**config.mk**
```make
export PLATFORM = sky130hd
export DESIGN_NAME = serial_rx_deser_flat
export DESIGN_NICKNAME = d
export VERILOG_FILES = /design/src/rtl/serial_rx_deser_if.sv /design/src/rtl/serial_rx_deser.sv /design/src/flat_wrapper.sv
export SDC_FILE = /design/constraint.sdc
export NUM_CORES = 1
export LEC_CHECK = 0
export ABC_AREA = 1
export CORE_MARGIN = 2
export CORE_UTILIZATION = 50
export DETAILED_ROUTE_END_ITERATION = 16
export MAX_ROUTING_LAYER = met4
export PLACE_DENSITY_LB_ADDON = 0.25
export REMOVE_ABC_BUFFERS = 1
export SYNTH_ARGS = -nofsm -noshare
export SYNTH_HDL_FRONTEND = slang
export SYNTH_SLANG_ARGS = --single-unit
```
**constraint.sdc**
```tcl
create_clock -name clk -period 2.5 [get_ports clk]
set_clock_uncertainty 0.2 [all_clocks]
set_input_delay 0.5 -clock clk [delete_from_list [all_inputs] [get_ports clk]]
set_output_delay 0.5 -clock clk [all_outputs]
set_load 0.02 [all_outputs]
```
**src/rtl/serial_rx_deser_if.sv**
```systemverilog
// Serial receive bundle: bit-rate serial input, one-deep byte output handshake and link status.
// The master side drives the serial bit and downstream ready; the slave side is the deserializer.
interface serial_rx_deser_if;
  logic       data_in;
  logic       ready_in;
  logic [7:0] data_out;
  logic       valid_out;
  logic       active;
  logic       overflow_err;
  logic       sync_lost;

  modport master (
    output data_in,
    output ready_in,
    input  data_out,
    input  valid_out,
    input  active,
    input  overflow_err,
    input  sync_lost
  );

  modport slave (
    input  data_in,
    input  ready_in,
    output data_out,
    output valid_out,
    output active,
    output overflow_err,
    output sync_lost
  );
endinterface

```
**src/rtl/serial_rx_deser.sv**
```systemverilog
// Serial deserializer: bit-granular COM alignment, SYNC_COUNT lock, COM/IDLE strip, byte valid 1 cycle after its last bit.
// One-deep holding register; a byte arriving while full and not ready is dropped (sticky overflow_err). Option: RX_LOSS_DETECT_EN.
module serial_rx_deser #(
  parameter logic [7:0]  COM_CHAR   = 8'hBC,
  parameter logic [7:0]  IDLE_CHAR  = 8'h7C,
  parameter int unsigned SYNC_COUNT = 4,
  parameter int unsigned LOSS_LIMIT = 64
) (
  input logic              clk,
  input logic              reset,
  serial_rx_deser_if.slave bus
);

  typedef enum logic [1:0] {
    SEARCH = 2'd0,
    SYNC   = 2'd1,
    ACTIVE = 2'd2
  } state_t;

  localparam logic [3:0] LP_SYNC_CNT = 4'(SYNC_COUNT);

  if (SYNC_COUNT < 2 || SYNC_COUNT > 15) begin : g_bad_sync_count
    $error("serial_rx_deser: SYNC_COUNT must be 2..15");
  end
  if (LOSS_LIMIT < 2 || LOSS_LIMIT > 255) begin : g_bad_loss_limit
    $error("serial_rx_deser: LOSS_LIMIT must be 2..255");
  end

  state_t     r_state;
  state_t     w_state_nxt;
  logic [6:0] r_sr;
  logic [7:0] w_next_sr;
  logic [2:0] r_bit_cnt;
  logic [2:0] w_bit_cnt_nxt;
  logic [3:0] r_com_cnt;
  logic [3:0] w_com_cnt_nxt;
  logic       w_boundary;
  logic       w_is_fill;
  logic       w_data_byte;
  logic [7:0] r_data_out;
  logic       r_valid_out;
  logic       r_overflow_err;

`ifdef RX_LOSS_DETECT_EN
  localparam logic [7:0] LP_LOSS_LIMIT = 8'(LOSS_LIMIT);

  logic [7:0] r_loss_cnt;
  logic [7:0] w_loss_cnt_nxt;
  logic       r_sync_lost;
  logic       w_sync_lost_nxt;
`endif

  // Only seven history bits are kept: the oldest bit falls out on the same edge it would be used.
  assign w_next_sr  = {r_sr, bus.data_in};
  assign w_boundary = (r_state != SEARCH) && (r_bit_cnt == 3'd7);
  assign w_is_fill  = (w_next_sr == COM_CHAR) || (w_next_sr == IDLE_CHAR);

  always_comb begin
    w_state_nxt     = r_state;
    w_bit_cnt_nxt   = r_bit_cnt;
    w_com_cnt_nxt   = r_com_cnt;
    w_data_byte     = 1'b0;
`ifdef RX_LOSS_DETECT_EN
    w_loss_cnt_nxt  = r_loss_cnt;
    w_sync_lost_nxt = 1'b0;
`endif
    unique case (r_state)
      SEARCH: begin
        w_bit_cnt_nxt = 3'd0;
        if (w_next_sr == COM_CHAR) begin
          w_state_nxt   = SYNC;
          w_com_cnt_nxt = 4'd1;
        end
      end
      SYNC: begin
        w_bit_cnt_nxt = r_bit_cnt + 3'd1;
        if (w_boundary) begin
          if (w_next_sr == COM_CHAR) begin
            w_com_cnt_nxt = r_com_cnt + 4'd1;
            if (r_com_cnt + 4'd1 == LP_SYNC_CNT) begin
              w_state_nxt = ACTIVE;
            end
          end else begin
            w_state_nxt   = SEARCH;
            w_bit_cnt_nxt = 3'd0;
            w_com_cnt_nxt = 4'd0;
          end
        end
      end
      ACTIVE: begin
        w_bit_cnt_nxt = r_bit_cnt + 3'd1;
        if (w_boundary) begin
          w_data_byte = !w_is_fill;
`ifdef RX_LOSS_DETECT_EN
          if (w_is_fill) begin
            w_loss_cnt_nxt = 8'd0;
          end else if (r_loss_cnt + 8'd1 == LP_LOSS_LIMIT) begin
            // The triggering byte is still handed to the holding register above.
            w_state_nxt     = SEARCH;
            w_bit_cnt_nxt   = 3'd0;
            w_com_cnt_nxt   = 4'd0;
            w_loss_cnt_nxt  = 8'd0;
            w_sync_lost_nxt = 1'b1;
          end else begin
            w_loss_cnt_nxt = r_loss_cnt + 8'd1;
          end
`endif
        end
      end
      default: begin
        w_state_nxt   = SEARCH;
        w_bit_cnt_nxt = 3'd0;
        w_com_cnt_nxt = 4'd0;
      end
    endcase
  end

  always_ff @(posedge clk or posedge reset) begin
    if (reset) begin
      r_state   <= SEARCH;
      r_sr      <= 7'd0;
      r_bit_cnt <= 3'd0;
      r_com_cnt <= 4'd0;
    end else begin
      r_state   <= w_state_nxt;
      r_sr      <= w_next_sr[6:0];
      r_bit_cnt <= w_bit_cnt_nxt;
      r_com_cnt <= w_com_cnt_nxt;
    end
  end

  // A consume and a new arrival on the same edge replace the byte without loss.
  always_ff @(posedge clk or posedge reset) begin
    if (reset) begin
      r_data_out     <= 8'd0;
      r_valid_out    <= 1'b0;
      r_overflow_err <= 1'b0;
    end else if (w_data_byte) begin
      if (!r_valid_out || bus.ready_in) begin
        r_data_out  <= w_next_sr;
        r_valid_out <= 1'b1;
      end else begin
        r_overflow_err <= 1'b1;
      end
    end else if (r_valid_out && bus.ready_in) begin
      r_valid_out <= 1'b0;
    end
  end

`ifdef RX_LOSS_DETECT_EN
  always_ff @(posedge clk or posedge reset) begin
    if (reset) begin
      r_loss_cnt  <= 8'd0;
      r_sync_lost <= 1'b0;
    end else begin
      r_loss_cnt  <= w_loss_cnt_nxt;
      r_sync_lost <= w_sync_lost_nxt;
    end
  end

  assign bus.sync_lost = r_sync_lost;
`else
  assign bus.sync_lost = 1'b0;
`endif

  assign bus.data_out     = r_data_out;
  assign bus.valid_out    = r_valid_out;
  assign bus.active       = (r_state == ACTIVE);
  assign bus.overflow_err = r_overflow_err;

endmodule

```
**src/flat_wrapper.sv**
```systemverilog
// flat-port wrapper written by rule: the top's interface ports become plain ports
module serial_rx_deser_flat 
#(
  parameter logic [7:0]  COM_CHAR   = 8'hBC,
  parameter logic [7:0]  IDLE_CHAR  = 8'h7C,
  parameter int unsigned SYNC_COUNT = 4,
  parameter int unsigned LOSS_LIMIT = 64
)
  (clk, reset, bus_data_in, bus_ready_in, bus_data_out, bus_valid_out, bus_active, bus_overflow_err, bus_sync_lost);
  serial_rx_deser_if bus_i ();
  input logic clk;
  input logic reset;
  input wire logic [$bits(bus_i.data_in)-1:0] bus_data_in;
  input wire logic [$bits(bus_i.ready_in)-1:0] bus_ready_in;
  output wire logic [$bits(bus_i.data_out)-1:0] bus_data_out;
  output wire logic [$bits(bus_i.valid_out)-1:0] bus_valid_out;
  output wire logic [$bits(bus_i.active)-1:0] bus_active;
  output wire logic [$bits(bus_i.overflow_err)-1:0] bus_overflow_err;
  output wire logic [$bits(bus_i.sync_lost)-1:0] bus_sync_lost;
  assign bus_i.data_in = bus_data_in;
  assign bus_i.ready_in = bus_ready_in;
  assign bus_data_out = bus_i.data_out;
  assign bus_valid_out = bus_i.valid_out;
  assign bus_active = bus_i.active;
  assign bus_overflow_err = bus_i.overflow_err;
  assign bus_sync_lost = bus_i.sync_lost;
  serial_rx_deser #(.COM_CHAR(COM_CHAR), .IDLE_CHAR(IDLE_CHAR), .SYNC_COUNT(SYNC_COUNT), .LOSS_LIMIT(LOSS_LIMIT)) u_core (.clk(clk), .reset(reset), .bus(bus_i));
endmodule
```
==> flow_summary.yaml <==
status:
  status: "finished, final reports clean"
routing:
  first_pass_iters: 4
  antenna_left: 0
  drt-vias-per-instance: 4.962
  drt-total-wl_um: 2087
  vias: 913
  drt_iter0_markers: 4
  drc_errors: 0
  wl_per_cell_um: 11.34
synth:
  async_flop_share_pct: 100.0
  yosysSeqAreaShare_pct: 51.84
  synth_seq_cells: 26
  yosysWarnings: 0
  synth_cells: 137
  synth_largest_area_cell: "dfrtp_1"
  yosys.area.top_type_share_pct: 51.84
  synth_area_per_cell_um2: 9.160
  synth_common_cells: "36 x nand2_1, 26 x dfrtp_1, 19 x inv_1"
  synthDistinctLibCells: 25
  synth_edf_count: 0
  ys.flop_type: "dfrtp_1"
  synth.most_common_cell: "nand2_1"
  syn_area_mm2: 0.001255
  synth_area_leaders: "dfrtp_1 52%, nand2_1 11%, ha_1 7.0%, inv_1 5.7%, nand4_1 5.5%"
die:
  die_area_mm2: 0.002927
  die_h_um: 54.10
  design.portCount: 16
  die_w_um: 54.10
  start_util_pct: 51.59
  rows: 18
  coreArea_mm2: 0.002432
grt:
  antenna_found_initial: 0
  grt_pass1_wl_um: 3429
  grt_pass1_vias: 860
  grt_max_degree: 27
  grt_overflow: 0
  grt_use_total_pct: 16.66
sta:
  finalSetupTns_ns: 0
  slew_violations: 0
  fmax_ghz: 0.4314
  fin_crit_ns: 2.318
  layout_setup_ws_ns: 0.1818
  timing.hold.ws_ns: 0.2239
  finalSetupViolations: 0
  post-route-period-util_pct: 92.73
  hold_viol_final: 0
  rsz0062_at_grt: "no"
critical_path:
  worstPathRequired_ns: 1.80
  r2r_slack_ns: 0.63
  critPathKind: "register to output port"
  reg2reg_to: "u_core.bus.data_out[4]"
  cp.depth: 3
  crit_buf_inv: 2
  cpMaxStageDelayCell: "clkdlybuf4s50_1"
  cp-start-kind: "register"
  cp.arrival_ns: 1.62
  r2r-start: "u_core.r_state[0]"
  setup.worst_path.start: "u_core.r_state[0]"
  cp_top_family: "buffers and inverters"
  ff2ff_path_depth: 8
  crit_fanout: 3
  slowest_delay_ns: 0.61
  critical_path.cell_chain: "inv_1, ha_1, clkdlybuf4s50_1"
  cp-end-kind: "output port"
placement:
  dpl_cell_area_mm2: 0.001429
  gp_congestion: 0.7758
  dp_slack_ns: 0.3803
  hpwlAfterDp_um: 1598
  port-buffer-count: 14
clocking:
  post_cts_resize_count: 0
  cts_sinks: 26
  cts_tree: "done"
  clk_latency_ns: 0.31
  post_cts_buffers: 0
  cts-root-buf: "clkbuf_4"
  cts-htree-levels: 1
  ctsHoldBuffers: 0
  clkTransAtPathRegs_ns: 0.13
  clock_path_buffers: 2
  cts_buffers: 3
pwr:
  switching_share_pct: 31.63
  leakagePower_nw: 0.7360
  power_uw: 920.7
  seq_power_share_pct: 54.1
  power_switching_uw: 291.2
  p_int_uw: 629.5
  power_frac_comb_pct: 23.5
  vdd_drop_max_mv: 0.5757
  cellPowerDensity_mw_per_mm2: 628.4
  clkPwrFrac_pct: 22.5
cells_and_area:
  nNetsFinal: 166
  diodes: 0
  seq_area_um2: 650.6
  filler_cell_count: 225
  area_delta_synth_final_pct: 16.75
  multi_input_area_um2: 518.0
  final_cell_area_mm2: 0.001465
  drive_above_1_share_pct: 10.39
job:
  drv_cap: 0
worst_hold_path:
  worstHoldStart: "u_core.r_sr[1]"
  worstHoldPathCells: 0
  min_to: "u_core.r_sr[2]"
  hold_path_class: "register to register"
-- worst reg2reg max path, cell delays in order, from the launching register on --
cell	delay, ns
dfrtp_1	0.40
inv_1	0.07
ha_1	0.28
inv_1	0.10
nand2_1	0.06
nor2_2	0.34
nand3_4	0.18
nand2_1	0.09
nand2_1	0.05
-- final cells by class --
class	instances	area share, %
inverters	20	5.124
flip-flops and latches	26	44.41
repair buffers	15	10.08
well taps	30	2.562
multi-input cells	89	35.35
clock buffers	4	2.477
-- cell families after synthesis --
family                     after synthesis  share of synthesized area (%)
and+or+nand+nor                         72                          28.42
DFF                                     26                          51.84
buffers and inverters                   22                          6.879
AOI/OAI and AO/OA                        9                          5.583
adders and majority gates                7                          6.979
other                                    1                         0.2988
-- how the worst max path moves through the flow --
stage	endpoint	slack, ns
6_report	bus_active	0.18
4_1_cts	bus_active	0.16
3_3_place_gp	u_core.r_state[1]	0.44
5_1_grt	bus_active	0.1
2_1_floorplan	u_core.r_state[0]	0.74
3_5_place_dp	u_core.r_state[0]	0.38
-- layout by cell type (no fill, tap or decap), drive strengths merged --
master	count
nor2	11
inv	20
clkdlybuf4s50	14
o21bai	1
buf	1
ha	7
clkbuf	4
and3	1
or2	1
nand3	8
a21oi	2
nand4	11
o21ai	6
dfrtp	26
conb	1
nand2	39
nor3	1
-- metrics by stage --
step / utilization (%) / cells
detailed placement: 58.74 / 180
global placement: 58.74 / 180
finish: 60.24 / 184
CTS: 60.24 / 184
global route: 60.24 / 184
floorplan: - / 135
-- state kept, by name, summed over array words and instances, names as in the netlist --
| name | count |
|---|---|
| u_core.r_state | 2 |
| u_core.bus.data_out | 8 |
| u_core.r_bit_cnt | 3 |
| u_core.r_sr | 7 |
| u_core.bus.valid_out | 1 |
| u_core.bus.overflow_err | 1 |
| u_core.r_com_cnt | 4 |
-- power groups by stage --
stage | registers, mW | clock network (mW) | logic (mW)
3_5_place_dp | 0.506 | 0 | 0.219
4_1_cts | 0.498 | 0.220 | 0.220
5_1_grt | 0.505 | 0.233 | 0.247
2_1_floorplan | 0.497 | 0 | 0.170
3_3_place_gp | 0.503 | 0 | 0.207
6_report | 0.498 | 0.207 | 0.216
-- routing by layer --
metal | track usage, % | routed length [µm] | vias to the layer above
li1 | - | - | 474
met1 | 18.56 | 936 | 429
met2 | 29.27 | 1078 | 8
met3 | 2.500 | 56 | 2
met4 | 7.500 | 15 | 0
met5 | - | 0 | -
Power figures use the tool's default switching activity.
